File: src/rtl/csr_exec_unit.sv
// CSR functional unit: one-cycle CSRRW/RS/RC(+I) with a speculative in-order pending-write buffer
// that retires to architectural CSRs on ROB commit, is cleared on flush, and forwards to younger ops.
module csr_exec_unit #(
  parameter int WORD       = 32,
  parameter int PEND_DEPTH = 4,
  parameter int ROB_DEPTH  = 32,
  parameter int ROB_AW     = $clog2(ROB_DEPTH)
) (
  input  logic              clk,
  input  logic              rst_n,
  input  logic              issue_en,
  input  logic [WORD-1:0]   issue_rs1_value,
  input  logic [ROB_AW-1:0] issue_Pdst,
  input  logic [1:0]        issue_csr_op,
  input  logic [11:0]       issue_csr_addr,
  input  logic              issue_src_is_imm,
  input  logic [4:0]        issue_zimm,
  input  logic              rob_commit_en,
  input  logic [ROB_AW-1:0] rob_commit_rob,
  input  logic              rob_commit_br_taken,
  input  logic              rob_commit_exp_en,
  output logic              csr_fu_busy,
  output logic              wb_csr_valid,
  output logic [ROB_AW-1:0] wb_csr_dst_Paddr,
  output logic [WORD-1:0]   wb_csr_data,
  output logic              wb_csr_illegal
);

  localparam int PAW  = $clog2(PEND_DEPTH);
  localparam int NCSR = 5;
  localparam logic [2:0] CSR_NONE = 3'd7;
  localparam logic [1:0] OP_RW = 2'b01;
  localparam logic [1:0] OP_RS = 2'b10;
  localparam logic [1:0] OP_RC = 2'b11;

  logic [WORD-1:0]   arch      [NCSR];
  logic [ROB_AW-1:0] pend_rob  [PEND_DEPTH];
  logic [11:0]       pend_addr [PEND_DEPTH];
  logic [WORD-1:0]   pend_data [PEND_DEPTH];
  logic [PAW-1:0]    head;
  logic [PAW-1:0]    tail;
  logic [PAW:0]      count;

  logic              flush;
  logic              accept;
  logic              illegal;
  logic              do_write;
  logic              retire;
  logic [2:0]        idx;
  logic [2:0]        head_idx;
  logic [WORD-1:0]   src;
  logic [WORD-1:0]   old_val;
  logic [WORD-1:0]   new_val;

  function automatic logic [2:0] csr_index(input logic [11:0] a);
    case (a)
      12'h300: csr_index = 3'd0;
      12'h305: csr_index = 3'd1;
      12'h340: csr_index = 3'd2;
      12'h341: csr_index = 3'd3;
      12'h342: csr_index = 3'd4;
      default: csr_index = CSR_NONE;
    endcase
  endfunction

  assign csr_fu_busy = (count == (PAW+1)'(PEND_DEPTH));
  assign flush       = rob_commit_br_taken | rob_commit_exp_en;
  assign head_idx    = csr_index(pend_addr[head]);

  always_comb begin
    idx     = csr_index(issue_csr_addr);
    illegal = (issue_csr_op == 2'b00) || (idx == CSR_NONE);
    src     = issue_src_is_imm ? {{(WORD-5){1'b0}}, issue_zimm} : issue_rs1_value;
    old_val = '0;
    if (!illegal) old_val = arch[idx];
    // Walk oldest to youngest so the youngest matching pending write wins.
    for (int i = 0; i < PEND_DEPTH; i++) begin
      if (((PAW+1)'(i) < count) && (pend_addr[head + PAW'(i)] == issue_csr_addr))
        old_val = pend_data[head + PAW'(i)];
    end
    case (issue_csr_op)
      OP_RW:   new_val = src;
      OP_RS:   new_val = old_val | src;
      OP_RC:   new_val = old_val & ~src;
      default: new_val = '0;
    endcase
    accept   = issue_en && !csr_fu_busy && !flush;
    do_write = accept && !illegal && ((issue_csr_op == OP_RW) || (src != '0));
    retire   = rob_commit_en && !rob_commit_exp_en && (count != '0) &&
               (pend_rob[head] == rob_commit_rob);
  end

  always_ff @(posedge clk) begin
    if (!rst_n) begin
      head             <= '0;
      tail             <= '0;
      count            <= '0;
      wb_csr_valid     <= 1'b0;
      wb_csr_dst_Paddr <= '0;
      wb_csr_data      <= '0;
      wb_csr_illegal   <= 1'b0;
      for (int k = 0; k < NCSR; k++) arch[k] <= '0;
    end else begin
      wb_csr_valid     <= accept;
      wb_csr_dst_Paddr <= accept ? issue_Pdst : '0;
      wb_csr_data      <= (accept && !illegal) ? old_val : '0;
      wb_csr_illegal   <= accept && illegal;
      // A retire in the same cycle as a branch flush still lands before the buffer clears.
      if (retire) arch[head_idx] <= pend_data[head];
      if (flush) begin
        head  <= '0;
        tail  <= '0;
        count <= '0;
      end else begin
        if (retire)   head <= head + 1'b1;
        if (do_write) tail <= tail + 1'b1;
        case ({do_write, retire})
          2'b10:   count <= count + 1'b1;
          2'b01:   count <= count - 1'b1;
          default: count <= count;
        endcase
      end
    end
  end

  always_ff @(posedge clk) begin
    if (do_write) begin
      pend_rob[tail]  <= issue_Pdst;
      pend_addr[tail] <= issue_csr_addr;
      pend_data[tail] <= new_val;
    end
  end

  // The issue queue must hold issue while the buffer is full.
  no_issue_when_busy: assert property (@(posedge clk) disable iff (!rst_n)
    !(issue_en && csr_fu_busy));

endmodule

File: config.mk
export PLATFORM = sky130hd
export DESIGN_NAME = csr_exec_unit
export DESIGN_NICKNAME = d
export VERILOG_FILES = /design/src/rtl/csr_exec_unit.sv
export SDC_FILE = /design/constraint.sdc
export NUM_CORES = 1
export LEC_CHECK = 0
export CORE_UTILIZATION = 40
export CTS_BUF_LIST = sky130_fd_sc_hd__clkbuf_16
export DETAILED_ROUTE_END_ITERATION = 8
export MAX_ROUTING_LAYER = met4
export PLACE_DENSITY = 0.59
export SLEW_MARGIN = 20
export SYNTH_ARGS = -nofsm -noshare
export SYNTH_HDL_FRONTEND = slang
export SYNTH_SLANG_ARGS = --single-unit
File: constraint.sdc
create_clock -name clk -period 4.6 [get_ports clk]
set_input_delay 0.92 -clock clk [delete_from_list [all_inputs] [get_ports clk]]
set_output_delay 0.92 -clock clk [all_outputs]
set_load 0.005 [all_outputs]
## Word level (Yosys, flattened, before mapping)

Memory sizes are Yosys's and may differ from the RTL's. A register that Yosys moved wholly into a read port is not among the register bits.
Index checks and enable logic that the tools add are counted.

| cells by class | value |
|---|---|
| $add $sub $neg | 6 |
| order comparisons | 4 |
| eq/ne operators | 22 |
| mux-type cells | 25 |
| bitwise operators | 5 |
| reductions and logical operators | 26 |

Operator list:

| operator | number |
|---|---|
| two-way mux 32 bit | 7 |
| == test 12 x 10 -> 1 bit, second input constant | 10 |
| case mux 32 bit (3 select lines) | 1 |
| == test 12 bit | 4 |
| AND 32 bit | 1 |
| inverter 32 bit | 1 |
| OR 32 bit | 1 |
| nonzero test 32 bit | 1 |
| OR reduction 32 bit | 1 |
| case mux 3 bit (5 select lines) | 2 |
| logical AND 1 bit | 12 |
| two-way mux 2 bit | 6 |
| two-way mux 1 bit | 7 |
| == test 2 bit, second input constant | 3 |
| == test 3 bit, second input constant | 2 |
| less-than comparator 1 x 3 -> 1 bit, first input constant | 2 |
| less-than comparator 2 x 3 -> 1 bit, first input constant | 2 |
| case mux 3 bit (2 select lines) | 1 |
| == test 5 bit | 1 |
| adder 2 x 1 -> 2 bit, second input constant | 2 |
| adder 2 bit, second input constant | 2 |
| == test 2 x 1 -> 1 bit, second input constant | 2 |
| zero test 1 bit | 4 |
| AND reduction 2 bit | 2 |
| 10 further kinds | 11 |

| word-level totals | value |
|---|---|
| bits in registers | 46 |
| bits in writable memories | 356 |
| input port bits | 68 |
| output and inout port bits | 40 |
| memories | 4 |

Memories:

| memory | depth | bits a word | rd ports | clocked after memory_dff | write ports | line | source |
|---|---|---|---|---|---|---|---|
| arch | 5 | 32 | 1 | 0 | 5 | 36 | `logic [WORD-1:0] arch [NCSR];` |
| pend_data | 4 | 32 | 4 | 1 | 1 | 39 | `logic [WORD-1:0] pend_data [PEND_DEPTH];` |
| pend_addr | 4 | 12 | 4 | 1 | 1 | 38 | `logic [11:0] pend_addr [PEND_DEPTH];` |
| pend_rob | 4 | 5 | 1 | 1 | 1 | 37 | `logic [ROB_AW-1:0] pend_rob [PEND_DEPTH];` |

## Depth between registers and ports, before layout

Gate-level depths: netlist of the first run.

| depth | value |
|---|---|
| word-level depth | 11 |
| depth in mapped cells | 13 |
| mapped depth without buffers | 11 |

## Least setup slack after synthesis of the first run

Ideal clock, no wire load.

| timing | value |
|---|---|
| kind | in2reg |
| start point | in issue_csr_addr[9] |
| end point | mem pend_addr[1][0] (enable) |
| setup time | 412 ps |
| data arrival time | 4375 ps |
| required time | 4188 ps |
| slack | -187 ps |
| stages | 9 |
| buffers on the path | 3 |
| cell sequence | clkbuf_1 > nor4bb_1 > nand2_1 > clkbuf_1 > nor3_1 > clkbuf_1 > nand4_1 > a21oi_1 > and2_1 |

| between the ends | value |
|---|---|
| word-level cells in the longest chain between the ends | 9 |
| elaborated cells on any way between the ends | 13 |
| classes of those cells | 6 x eq/ne; 3 x mux; 4 x reduce/logical |

RTL lines:

| element | line | source |
|---|---|---|
| start: declaration | 15 | `input logic [11:0] issue_csr_addr,` |
| == test 12 x 10 -> 1 bit | 56 | `case (a)` |
| case mux 3 bit (5 select lines) * | 56 |  |
| == test 3 bit * | 72 | `illegal = (issue_csr_op == 2'b00) \|\| (idx == CSR_NONE);` |
| logical OR 1 bit * | 72 |  |
| zero test 1 bit * | 88 | `do_write = accept && !illegal && ((issue_csr_op == OP_RW) \|\| (src != '0));` |
| logical AND 1 bit * (2 in a row) | 88 |  |
| two-way mux 1 bit * | 127 | `if (do_write) begin` |
| two-way mux 1 bit (not written as such) * | 129 | `pend_addr[tail] <= issue_csr_addr;` |
| end: declaration | 38 |  |

Mark *: on every way between the ends. The rest lies on a longest branch, timed or not.

==> results.cfg, run 1 <==
[detailed_routing]
vias = 17336
viasPerCell = 5.933
dr.first_iter.drc_count = 1834
post-route-drc-count = 0
wire_per_inst_microns = 24.47
dr.pass1.iters = 9
wl_microns = 71490
ant_nets = 0

[finish]
antenna_cells = 0
drive_above_1_share_pct = 19.25
fin_nets = 2205
area_growth_pct = 21.31
final_core_util_pct = 49.15

[clock_network]
cts_hold_buf = 0
cts_resized = 0
htreeDepth = 2
cts_tree = yes
clk_transition_reported_paths_ns = 0.06
cts.sinks = 436
postCtsSetupBuffers = 0
clockBufferDepth = 3
clock_latency_ns = 0.61
cts_made_buffers = 46
cts_root_buffer = clkbuf_16

[pwr]
sequentialPowerShare_pct = 51.7
power_frac_comb_pct = 4.1
peakVddDrop_mv = 0.3649
p_int_mw = 6.621
clkPwrFrac_pct = 44.2
p_sw_mw = 1.827
p_per_area_nw_per_um2 = 304.2
swShare_pct = 21.63
p_leak_nw = 9.453

[sta]
finalCritPeriodShare_pct = 92.26
min_period_ns = 4.244
max_freq_mhz = 235.6
finalMaxSlewViolations = 0
finalSetupViolations = 0
tns_ns = 0
timing.final.ws_setup_ns = 0.3560
rsz0062_at_grt = no
tightest_slew_ns = 0.9123
finalHoldViolations = 0
clock_skew_ns = 0.02537
relSlewSlack_pct = 38.77

[synth]
synth_edf_count = 388
synthDistinctLibCells = 63
mappedNetlistArea_sq_um = 22890
ys_ff_latch = 436
synth_top_family_by_area = multiplexers
yosys-mux-area-fraction_pct = 17.07
avgSynthCellArea_sq_um = 12.06
synthArstFlopShare_pct = 0
ys_seq_area_share_pct = 55.09
yosysTopAreaCell = edfxtp_1
synth_compound_area_share_pct = 9.620
yosysMostFrequentCell = edfxtp_1
synthAdderAreaFrac_pct = 0.4919
synth_top_area_share_pct = 50.90
syn_inst = 1898
synthXorXnorAreaFrac_pct = 2.525
yosysWarnings = 0
synth_area_leaders = edfxtp_1, mux4_2, mux2i_1
ys.flop_type = edfxtp_1
synthSimpleGateAreaFrac_pct = 11.54
synth_commonest_cells = edfxtp_1, nor2_1, mux2i_1, clkbuf_1, nand2_1

[global_routing]
grtUsageTotal_pct = 25.69
antenna_found_initial = 0
grt_pass1_wl_microns = 107400
grt_max_degree = 67
overflow = 0
first_global_vias = 16918

[floorplan]
fp-row-count = 87
die_area_sq_um = 58190
die_h_microns = 241.2
initial_core_util_pct = 40.52
core_sq_um = 56500
io_pins = 108
die_w_microns = 241.2

[placement]
dpl_worst_slack_ns = 0.02464
dpl.hpwl_microns = 46420
numPortBuffers = 107
routabilityCongestion = 0.8824

[setup_path]
worst_setup_path_end_kind = register
critPathKind = register to register
critPathLaunchType = register
crit_required_ns = 4.92
cp_data_arrival_time_ns = 4.56
critPathMaxStageDelay_ns = 0.78
crit_fanout = 16
critPathTopFamily = simple AND/OR/NAND/NOR gates
critical_path_buf_inv_count = 1
cp_slowest_cell = or4_2
cp_cell_sequence = mux4_2, xor2_1, or4_1, or4_2, buf_12, nand2b_1, a2111oi_1, nor3_1, a211oi_1

[flow_run]
drv_cap = 0

[status]
status = completed

[hold_path]
min_path_type = register to register
-- flip-flops by register name, indices dropped and copies added, names as in the netlist, 2 cells and up, named ones only --
name              flops
tail                  2
head                  2
wb_csr_data          32
arch                192
count                 3
wb_csr_dst_Paddr      5
pend_addr            48
pend_rob             20
pend_data           128
-- worst paths after layout --
check | startpoint | to | slack, ns | cells after the start
worst max-delay path | register | pend_data[2][2] | 0.36 | 9
worst min-delay path | tail[1] | tail[1] | 0.57 | 2
worst max register to register | register | pend_data[2][2] | 0.36 | 9
worst min register to register | tail[1] | tail[1] | 0.57 | 2
-- per-layer routing --
metal,track usage [%],up-vias,wire (microns)
li1,-,7681,-
met1,36.67,8723,31850
met2,38.46,815,32190
met3,3.430,117,5876
met4,6.962,0,1578
met5,-,-,0
-- worst reg2reg max path: stages, from the launching register on --
cell and delay [ns]:
dfxtp_4 0.51, mux4_2 0.60, xor2_1 0.18, or4_1 0.55, or4_2 0.78, buf_12 0.22, nand2b_1 0.15, a2111oi_1 0.37
nor3_1 0.12, a211oi_1 0.50
-- logic make-up (layout without fill, tap and decap cells) --
group,Yosys count,in the layout
and+or+nand+nor,572,572
DFF,436,436
AOI/OAI and AO/OA,313,313
muxes,292,292
buffers and inverters,209,446
xor gates and xnor gates,66,66
adders and majority gates,9,9
other,1,32
-- final cells by class --
cell class / count / area (sq um)
fill: 4971 / 28730
sequential: 436 / 12630
multi-input combinational: 1284 / 9614
timing repair buffer: 293 / 2843
clock buffer: 47 / 1176
tap: 756 / 945.9
clock inverter: 39 / 311.5
inverter: 67 / 251.5
-- per-stage QoR --
| step | cell area (sq um) | cells | power (mW) | hold WS, ns |
|---|---|---|---|---|
| after floorplan | 23010 | 1929 | 4.605 | 0.5136 |
| after global placement | 26280 | 2836 | 4.788 | 0.5412 |
| after detailed placement | 26280 | 2836 | 4.795 | 0.5774 |
| after CTS | 27770 | 2922 | 8.500 | 0.5856 |
| after global routing | 27770 | 2922 | 8.671 | 0.6020 |
| final | 27770 | 2922 | 8.448 | 0.5744 |
-- power groups by stage --
stage	Combinational, mW	Sequential (mW)	Clock, mW
detailed placement	0.340	4.45	0
global route	0.368	4.37	3.93
global placement	0.336	4.45	0
finish	0.344	4.37	3.73
CTS	0.342	4.37	3.79
floorplan	0.152	4.45	0
-- cell usage in the layout, fill, tap and decap left out, types with 8 or more instances in the layout --
cell	synthesis	final
clkbuf_16	0	47
inv_1	67	80
dfxtp_1	48	44
buf_4	2	156
xor2_1	22	22
mux2_2	67	67
clkdlybuf4s50_1	0	107
nor2b_1	28	28
mux2i_1	153	153
conb_1	1	32
ha_1	9	9
a21oi_1	24	22
o221ai_1	26	26
o21ai_1	32	32
nand2b_1	14	14
nor2_1	292	292
nand3_1	34	34
mux4_2	72	72
o21ai_0	44	44
or4_1	12	10
nand2_1	74	74
clkinv_1	0	11
o211ai_1	25	25
o31ai_1	26	26
nand4_1	8	8
a222oi_1	25	25
xnor2_1	44	44
buf_12	0	30
nor4_1	18	17
edfxtp_1	388	388
nor3_1	45	42
o22ai_1	63	63
Power figures use the tool's default switching activity.
==> inputs of run 2 (changes only) <==
--- a/config.mk
+++ b/config.mk
@@ -10,7 +10,9 @@
 export DETAILED_ROUTE_END_ITERATION = 8
 export MAX_ROUTING_LAYER = met4
 export PLACE_DENSITY = 0.59
+export RECOVER_POWER = 25
 export SLEW_MARGIN = 20
 export SYNTH_ARGS = -nofsm -noshare
 export SYNTH_HDL_FRONTEND = slang
 export SYNTH_SLANG_ARGS = --single-unit
+export TNS_END_PERCENT = 30
==> run 2 against run 1 <==
  * Fmax shrank 2.4%
  * Combinational power barely moved
  * Highest routed layer unchanged
  * Critical path depth rose by 3
  * Largest cell class unchanged
  * First-iteration DRC count down 10%
  * Sequential share of layout area is 0.40 points higher
  * Clock-buffer cell count increased by 2
  * Largest power group unchanged
  * Worst setup slack got worse by 0.10 ns
==> results.cfg, run 2 (same netlist as run 1, synthesis figures left out) <==
[setup_path]
r2r-end = pend_data[3][0]
worst_setup_path_end_kind = register
cp_cell_sequence = dlygate4sd3_1, clkbuf_1, nor4bb_1, buf_4, nand2_1, buf_4, nor3_1, buf_12, o2111ai_1, a2111oi_1, nor3_1, a211oi_1
ff2ff_setup_slack_ns = 0.34
cp_data_arrival_time_ns = 4.69
cp_slowest_cell = clkbuf_1
crit_required_ns = 4.94
critPathCapture = pend_data[3][0]
critPathKind = primary input to register
critPathMaxStageDelay_ns = 0.58
critPathLaunch = issue_csr_addr[9]
crit_fanout = 19
rr_worst_depth = 9
critPathLaunchType = primary input

[sta]
tightest_slew_ns = 1.213
max_freq_mhz = 230.0
finalSetupViolations = 0
clock_skew_ns = 0.02074
rsz0062_at_grt = no
tns_ns = 0
finalMaxSlewViolations = 0
relSlewSlack_pct = 18.26
min_period_ns = 4.349
finalHoldViolations = 0
finalCritPeriodShare_pct = 94.53

[floorplan]
io_pins = 108
die_w_microns = 241.2
die_area_sq_um = 58190
fp-row-count = 87
initial_core_util_pct = 40.52
die_h_microns = 241.2
core_sq_um = 56500

[clock_network]
clockBufferDepth = 3
clk_transition_reported_paths_ns = 0.06
cts_resized = 0
cts.sinks = 436
htreeDepth = 2
cts_tree = yes
cts_made_buffers = 49
clock_latency_ns = 0.60
postCtsSetupBuffers = 0
cts_hold_buf = 0
cts_root_buffer = clkbuf_16

[detailed_routing]
viasPerCell = 5.943
ant_nets = 0
wire_per_inst_microns = 24.51
dr.pass1.iters = 6
vias = 17265
post-route-drc-count = 0
wl_microns = 71210
dr.first_iter.drc_count = 1651

[hold_path]
min_path_type = register to register

[finish]
final_area_sq_um = 27530
antenna_cells = 0
area_growth_pct = 20.24
drive_above_1_share_pct = 18.15
reg.largest.list = arch x192, pend_data x128, pend_addr x48
layout_common_cells = edfxtp_1, nor2_1, mux2i_1
final_cells = 2905
final_common_cell = edfxtp_1
fin_nets = 2186
largest_reg_flops = 192
regMostFlops = arch
fill_cells = 5017

[global_routing]
grtUsageTotal_pct = 25.44
antenna_found_initial = 1
overflow = 0
grt_max_degree = 54
grt_pass1_wl_microns = 106900
first_global_vias = 17378

[pwr]
p_per_area_nw_per_um2 = 305.3
power_frac_comb_pct = 4.1
peakVddDrop_mv = 0.4102
p_total_mw = 8.402
p_leak_nw = 9.448
sequentialPowerShare_pct = 52.0
p_int_mw = 6.538
clkPwrFrac_pct = 43.9
p_sw_mw = 1.864
swShare_pct = 22.18

[flow_run]
drv_cap = 0

[placement]
placed_area_sq_um = 26090
dpl.hpwl_microns = 45740
place_inst = 2814
routabilityCongestion = 0.8845
numPortBuffers = 107

[status]
status = completed
[run 2: changes by cell type in the layout (fill, tap and decap cells not counted), sizes merged]
cell / previous run / this run
clkinv: 18 / 24
inv: 82 / 81
clkdlybuf4s50: 107 / 49
bufinv: 5 / 2
buf: 186 / 149
clkbuf: 47 / 64
clkinvlp: 1 / 2
dlygate4sd3: 0 / 58
[run 2: how the worst min path moves through the flow]
stage                 start      end  slack [ns]  depth (start not counted)
detailed placement  tail[1]  tail[1]        0.57                          2
global placement    tail[1]  tail[1]        0.54                          2
global route        tail[1]  tail[1]        0.61                          2
CTS                 tail[1]  tail[1]        0.58                          2
floorplan           tail[1]  tail[1]        0.51                          2
finish              tail[1]  tail[1]        0.58                          2
[run 2: worst max-delay path, delay by kind of cell]
kind	cells	cell delay, ns
AOI/OAI and AO/OA	3	1.07
buffers and inverters	5	1.74
and+or+nand+nor	4	0.94
[run 2: area by class of cell]
class                      instances  area [sq um]  area share [%]
clock buffer                      49          1226           4.455
tap                              756         945.9           3.437
sequential                       436         12630           45.87
timing repair buffer             271          2599           9.441
multi-input combinational       1284          9609           34.91
clock inverter                    42         266.5          0.9682
inverter                          67         251.5          0.9137
[run 2: per-stage QoR]
step | worst slack [ns] | hold slack (ns) | util (%)
floorplan | -0.1859 | 0.5136 | -
global placement | 0.07644 | 0.5446 | 46.18
detailed placement | 0.02367 | 0.5671 | 46.18
CTS | 0.3876 | 0.5776 | 48.83
global route | 0.1070 | 0.6076 | 48.72
finish | 0.2515 | 0.5810 | 48.72
[run 2: routing by layer]
metal | wire [microns] | vias to the layer above | global-route usage, %
li1 | - | 7638 | -
met1 | 30070 | 8657 | 34.11
met2 | 33050 | 818 | 39.37
met3 | 5939 | 152 | 3.680
met4 | 2157 | 0 | 9.187
met5 | 0 | - | -
[run 2: power groups by stage]
stage / Clock (mW) / Combinational, mW / Sequential, mW
after floorplan: 0 / 0.152 / 4.45
after global placement: 0 / 0.345 / 4.45
after detailed placement: 0 / 0.349 / 4.45
after CTS: 3.75 / 0.350 / 4.37
after global routing: 3.89 / 0.367 / 4.37
final: 3.69 / 0.345 / 4.37
==> inputs of run 3 (changes only) <==
--- a/config.mk
+++ b/config.mk
@@ -5,12 +5,13 @@
 export SDC_FILE = /design/constraint.sdc
 export NUM_CORES = 1
 export LEC_CHECK = 0
-export CORE_UTILIZATION = 40
+export CORE_UTILIZATION = 55
 export CTS_BUF_LIST = sky130_fd_sc_hd__clkbuf_16
 export DETAILED_ROUTE_END_ITERATION = 8
 export MAX_ROUTING_LAYER = met4
-export PLACE_DENSITY = 0.59
+export PLACE_DENSITY = 0.77
 export RECOVER_POWER = 25
+export REMOVE_ABC_BUFFERS = 1
 export SLEW_MARGIN = 20
 export SYNTH_ARGS = -nofsm -noshare
 export SYNTH_HDL_FRONTEND = slang
==> run 3 against run 2 <==
  * Power is 2.4% lower
  * Sequential power hardly changed
  * Sequential share of layout area is 1.5 points higher
  * Critical path depth stayed put
  * First-iteration DRC count is 33% higher
  * Flip-flop and latch count stayed put
==> results.cfg, run 3 (same netlist as run 1, synthesis figures left out) <==
[status]
status = completed

[flow_run]
drv_cap = 0

[placement]
dpl_worst_slack_ns = -0.002824
dpl.hpwl_microns = 40710
routabilityCongestion = 0.9411
place_inst = 2543
numPortBuffers = 107

[global_routing]
grtUsageTotal_pct = 32.60
antenna_found_initial = 0
grt_pass1_wl_microns = 100300
grt_max_degree = 60
overflow = 0
first_global_vias = 17211

[detailed_routing]
wl_microns = 66410
vias = 17348
post-route-drc-count = 0
wire_per_inst_microns = 25.29
viasPerCell = 6.606
dr.first_iter.drc_count = 2200
dr.pass1.iters = 8
ant_nets = 0

[sta]
max_freq_mhz = 231.3
finalHoldViolations = 0
relSlewSlack_pct = 22.41
clock_skew_ns = 0.01641
finalSetupViolations = 0
holdWs_ns = 0.5491
timing.final.ws_setup_ns = 0.2763
tns_ns = 0
tightest_slew_ns = 1.152
finalMaxSlewViolations = 0
rsz0062_at_grt = no
min_period_ns = 4.324
finalCritPeriodShare_pct = 93.99

[finish]
final_cells = 2626
area_growth_pct = 16.38
regMostFlops = arch
final_core_util_pct = 65.10
reg.largest.list = arch x192, pend_data x128, pend_addr x48
fin_nets = 2135
drive_above_1_share_pct = 16.14
layout_common_cells = edfxtp_1, nor2_1, mux2i_1
largest_reg_flops = 192
antenna_cells = 0
final_common_cell = edfxtp_1

[setup_path]
rr_worst_depth = 9
ff2ff_setup_slack_ns = 0.45
critPathLaunchType = primary input
crit_fanout = 14
cp_data_arrival_time_ns = 4.63
worst_setup_path_end_kind = register
critPathKind = primary input to register
crit_required_ns = 4.91
r2r-end = pend_data[0][4]

[floorplan]
fp-row-count = 74
io_pins = 108
die_h_microns = 206.0
die_area_sq_um = 42440
core_sq_um = 40920
initial_core_util_pct = 55.94
die_w_microns = 206.0

[clock_network]
clock_latency_ns = 0.60
htreeDepth = 2
cts_root_buffer = clkbuf_16
cts_made_buffers = 45
cts_hold_buf = 0
cts_resized = 0
clockBufferDepth = 3
cts.sinks = 436
cts_tree = yes
clk_transition_reported_paths_ns = 0.06
postCtsSetupBuffers = 0

[hold_path]
min_path_type = register to register
hold_path_depth = 2
worstHoldStart = tail[1]
min_to = tail[1]

[pwr]
peakVddDrop_mv = 0.3734
p_leak_nw = 9.143
p_per_area_nw_per_um2 = 307.8
[run 3: cell count changes in the layout (fill, tap and decap cells not counted), sizes merged]
cell / change
buf: -44
clkbuf: -5
clkinv: -8
clkinvlp: -1
dlygate4sd3: -1
inv: +4
[run 3: power breakdown]
part           leakage, nW  switching [mW]  internal (mW)
combinational         4.12           0.211          0.125
clock                0.746            1.56           1.93
sequential            4.27          0.0176           4.35
total                 9.14            1.79           6.41
[run 3: layout make-up]
class | count | area (sq um)
clock buffers | 46 | 1151
clock inverters | 37 | 242.7
fillers | 3020 | 14280
inverters | 67 | 251.5
multi-input cells | 1284 | 9617
flip-flops and latches | 436 | 12630
well taps | 532 | 665.6
repair buffers | 224 | 2086
[run 3: per-stage QoR]
step	area (sq um)	total power, mW
6_report	26640	8.199
5_1_grt	26640	8.358
4_1_cts	26690	8.209
3_5_place_dp	25290	4.785
3_3_place_gp	25290	4.776
2_1_floorplan	22430	4.584
[run 3: critical path: stages]
cell	delay [ns]
clkdlybuf4s50_1	0.47
clkbuf_1	0.55
nor4bb_1	0.44
buf_4	0.18
nand2_1	0.09
buf_4	0.21
a21oi_2	0.39
buf_4	0.29
o221ai_1	0.15
mux2i_1	0.18
o211ai_1	0.19
o31ai_1	0.55
[run 3: how the worst max path moves through the flow]
stage                  startpoint          endpoint  slack [ns]
2_1_floorplan             head[0]  pend_data[0][16]       -4.61
3_3_place_gp   issue_csr_addr[10]  pend_data[1][15]        0.06
3_5_place_dp   issue_csr_addr[10]  pend_data[2][20]      -0.003
4_1_cts                  register   pend_data[0][4]        0.49
5_1_grt         issue_csr_addr[9]  pend_data[2][14]        0.12
6_report        issue_csr_addr[9]  pend_data[3][15]        0.28
[run 3: metal layers]
layer,up-vias,share of wire (%),global-route usage (%)
met5,-,0,-
met4,0,5.1,15.94
met3,234,11,6.906
met2,1099,47,50.18
met1,8470,37,41.10
li1,7545,-,-
==> RTL edit 1: new RTL, flow settings as in run 2 <==
`NCSR`: 5 -> 6.
--- a/src/rtl/csr_exec_unit.sv
+++ b/src/rtl/csr_exec_unit.sv
@@ -29,3 +29,3 @@
   localparam int PAW  = $clog2(PEND_DEPTH);
-  localparam int NCSR = 5;
+  localparam int NCSR = 6;
   localparam logic [2:0] CSR_NONE = 3'd7;
Check against the original RTL: same outputs for any inputs over 4 cycles, from zero or initial values and one cycle with rst_n low; that may be too few to reach the edited logic, so the function may still have changed.
==> RTL edit 1 against run 2 <==
Sequential cell count shrank 20. Routed wire length shrank 2.6%. Worst setup slack lost 0.0016 ns. Clock skew shrank 0.0054 ns. Count of clock-buffer cells in the layout shrank 4. Total power shrank 5.2%. Design area shrank 3.1%. Area after synthesis shrank 1.1%. Critical path type unchanged.
==> RTL edit 1: results <==
metrics = {
    "status": {
        "outcome": "finished, final reports clean",
    },
    "worst_setup_path": {
        "arrival_ns": 4.67,
        "reg2reg_slack_ns": 0.38,
        "critPathMaxFanout": 10,
        "max_stage_delay_ns": 0.66,
        "cp_slowest_cell": "or3_1",
    },
    "finish": {
        "drive_gt1_share_pct": 18.4,
        "nFillCells": 5043,
        "reg_top3": "arch (172), pend_data (128), pend_addr (48)",
        "num-nets-final": 2113,
    },
    "synth": {
        "synthTopCellsByArea": "edfxtp_1, mux4_2, nor2_1",
        "ys_types": 80,
        "ys_warn_count": 0,
        "synth_common_cells": "edfxtp_1, nor2_1, nand2_1",
        "yosysSeqAreaShare_pct": 53.0,
    },
    "global_routing": {
        "grt_pass1_wl_um": 104000,
        "grt_max_degree": 65,
        "grt_pass1_vias": 16600,
        "antenna_found_initial": 2,
    },
    "clock_network": {
        "numCtsBuffers": 45,
    },
    "routing": {
        "via_per_inst": 6.02,
        "drt-initial-drc-count": 2084,
        "detail_route.wl_per_cell_um": 24.6,
        "drtPass1Iterations": 5,
    },
    "pwr": {
        "leakage_nw": 8.56,
        "ir_worst_vdd_v": 0.000293,
    },
    "timing": {
        "fin_skew_ns": 0.0153,
    },
}
-- RTL edit 1: kinds of logic (layout without fill, tap and decap cells) --
kind of cell	count (synthesis)	in the layout	synth area share [%]
simple gates	642	642	13.2
flops	416	416	53.0
compound gates	345	345	10.8
mux	246	246	16.7
buf+inv	170	347	3.24
xor+xnor	64	64	2.48
fa+ha+maj	9	9	0.497
other cells	1	6	0.0166
-- RTL edit 1: path summary, 6_finish.rpt --
path	from	cells past startpoint	to
setup / recovery	issue_csr_addr[11]	10	pend_data[2][30]
hold reg to reg	tail[0]	2	tail[0]
setup reg to reg	flip-flop	10	arch[3][19]
hold / removal	tail[0]	2	tail[0]
-- RTL edit 1: power breakdown --
group	internal (W)	switching (W)
Clock	0.00196	0.00151
Sequential	0.00415	0.0000146
Combinational	0.000129	0.000209
-- RTL edit 1: routing by layer --
metal	wire, um	part of all wire, %	GRT usage (%)
met3	5980	8.6	4.02
met1	30000	43	34.7
met5	0	0	-
met2	31700	46	38.0
met4	1770	2.5	7.04
-- RTL edit 1: worst register-to-register path, delay by kind of cell, from the launching register on --
kind	cells	cell delay [ns]
simple gates	5	1.58
mux	1	0.44
flops	1	0.74
xor+xnor	1	0.14
compound gates	1	0.15
buf+inv	2	0.82
-- RTL edit 1: cell type report --
cell class | instances | area [um2] | share of cell area, %
Multi-Input combinational cell | 1310 | 9930 | 37.2
Tap cell | 748 | 936 | 3.51
Sequential cell | 416 | 12000 | 45.1
Clock buffer | 45 | 1130 | 4.22
Timing Repair Buffer | 241 | 2290 | 8.59
Antenna cell | 2 | 5.00 | 0.0188
Clock inverter | 39 | 280 | 1.05
Inverter | 22 | 82.6 | 0.310
-- RTL edit 1: stage by stage --
step	worst slack (ns)	instance area [um2]	cells	hold slack (ns)
2_1_floorplan	0.427	22700	1896	0.538
3_3_place_gp	0.179	25400	2737	0.568
3_5_place_dp	0.0867	25400	2737	0.587
4_1_cts	0.611	26800	2821	0.595
5_1_grt	0.144	26700	2823	0.622
6_report	0.250	26700	2823	0.591
==> RTL edit 2: new RTL, settings of run 2 <==
Without the edit above. Make the reset (`rst_n`) asynchronous in one clocked block.
--- a/src/rtl/csr_exec_unit.sv
+++ b/src/rtl/csr_exec_unit.sv
@@ -92,3 +92,3 @@
 
-  always_ff @(posedge clk) begin
+  always_ff @(posedge clk or negedge rst_n) begin
     if (!rst_n) begin
Check against the original RTL: differs if rst_n is asserted again (counterexample within 4 cycles, from zero or initial values and one cycle with rst_n low); with rst_n held inactive, the same outputs for 4 cycles.
==> RTL edit 2 against run 2 <==
Sequential power down 14%. Sequential cell count down 34. Clock power down 5%. Worst setup slack better by 0.077 ns. Total power down 9.6%. Area after synthesis down 5.2%. Routed wire length down 7.0%. Synthesized cell count up 11%. The flow now finishes with violations (max-capacitance violations, max-slew violations). Die area down 5.1%. Combinational power down 14%. Design area down 7.2%.
==> RTL edit 2: results <==
metrics = {
    "synth": {
        "ys.flop_type": "dfrtp_1",
        "yosysSeqAreaShare_pct": 50.9,
        "syn_nets": 2174,
        "synthTopCellsByArea": "edfxtp_1, dfrtp_1, mux2i_1",
        "ys_types": 69,
        "ys_async_sr_fraction_pct": 51.2,
        "synth_enable_flop_cells": 196,
        "ys_warn_count": 0,
        "synth_common_cells": "nand2_1, o21ai_0, dfrtp_1",
        "syn_area_per_cell_um2": 10.3,
    },
    "finish": {
        "reg_top3": "arch (160), pend_data (128), pend_addr (48)",
        "drive_gt1_share_pct": 14.6,
        "nFillCells": 4841,
        "num-nets-final": 2294,
    },
    "clock_network": {
        "clk_latency_ns": 0.60,
        "clkTransAtPathRegs_ns": 0.06,
        "ctsRootBufferMaster": "clkbuf_16",
        "numCtsBuffers": 45,
        "clock_path_buffers": 3,
        "htreeDepth": 2,
    },
    "timing": {
        "fin_skew_ns": 0.0255,
        "hold_ws_ns": 0.477,
        "final_max_slew_viol_count": 113,
        "slew_headroom_pct": -99.5,
    },
    "pwr": {
        "leakage_nw": 9.38,
        "ir_worst_vdd_v": 0.000238,
    },
    "status": {
        "violations": "max-capacitance violations, max-slew violations",
        "outcome": "finished with violations",
    },
    "run": {
        "drv_cap": 1,
    },
    "routing": {
        "drtPass1Iterations": 6,
        "detail_route.wl_per_cell_um": 22.4,
        "via_per_inst": 5.82,
        "wl_um": 66200,
        "drt-initial-drc-count": 1546,
    },
    "worst_setup_path": {
        "max_stage_delay_ns": 0.79,
        "reg2reg_slack_ns": 0.42,
        "cp_slowest_cell": "clkdlybuf4s50_1",
        "path_delay_family": "compound AO/OA/AOI/OAI gates",
        "critPathMaxFanout": 11,
        "arrival_ns": 4.57,
    },
    "global_routing": {
        "grt_util_all_layers_pct": 24.5,
        "grt_pass1_wl_um": 101000,
        "antenna_found_initial": 3,
        "grt_max_degree": 113,
        "grt_pass1_vias": 16900,
    },
    "min_path": {
        "hold_class": "reg2reg",
    },
    "placed_design": {
        "gp_routability_congestion": 0.877,
        "placed_area_um2": 24100,
        "dp.cells": 2866,
        "portBuffers": 107,
        "hpwl_um": 44000,
    },
}
## RTL edit 2: worst paths after layout
check / startpoint / to / cells past startpoint
max: issue_csr_addr[4] / pend_data[1][1] / 9
min: arch[98] / arch[98] / 2
max reg2reg: head[1] / pend_data[1][1] / 9
min reg2reg: arch[98] / arch[98] / 2
max in group asynchronous: rst_n / head[1] / 2
min in group asynchronous: rst_n / arch[123] / 1
## RTL edit 2: layer usage
metal	vias up	wire, um	part of all wire (%)	global-route usage [%]
li1	7905	-	-	-
met1	8426	28900	44	32.3
met2	721	30100	45	37.1
met3	138	5080	7.7	4.89
met4	0	2200	3.3	9.43
met5	-	0	0	-
## RTL edit 2: cells by family after synthesis
kind of cell             share of synthesized area, %
buffers and inverters                            3.96
XOR/XNOR                                         2.74
AND/OR/NAND/NOR                                  12.9
flip-flops                                       50.9
multiplexers                                     13.1
AO/OA/AOI/OAI                                    15.9
adder cells (fa/ha/maj)                         0.507
## RTL edit 2: tightest hold or removal path, cell delays in order (launching register included)
cell,delay [ns]
dfrtp_1,0.34
nand2_1,0.04
o21ai_0,0.06
## RTL edit 2: final cells by class
cell class / instances / area (um2) / area share (%)
timing repair buffer: 236 / 2160 / 8.44
tap: 696 / 871 / 3.41
clock buffer: 46 / 1150 / 4.51
clock inverter: 37 / 279 / 1.09
antenna: 2 / 5.00 / 0.0196
sequential: 402 / 11000 / 43.2
multi-input combinational: 1487 / 9870 / 38.6
inverter: 46 / 173 / 0.676
## RTL edit 2: metrics by stage
| stage | setup WS, ns | power (W) |
|---|---|---|
| 2_1_floorplan | -0.591 | 0.00397 |
| 3_5_place_dp | -0.177 | 0.00415 |
| 5_1_grt | 0.0735 | 0.00782 |
| 4_1_cts | 0.223 | 0.00766 |
| 6_report | 0.329 | 0.00759 |
| 3_3_place_gp | -0.147 | 0.00415 |
## RTL edit 2: what timing repair did
action                     in CTS  in global routing
buffers inserted                0                  1
setup endpoints to repair       0                 16
gates resized for setup         0                  0
## RTL edit 2: power by group
group,switching [W],internal (W)
sequential,0.000000456,0.00378
clock,0.00148,0.00204
combinational,0.000182,0.000113
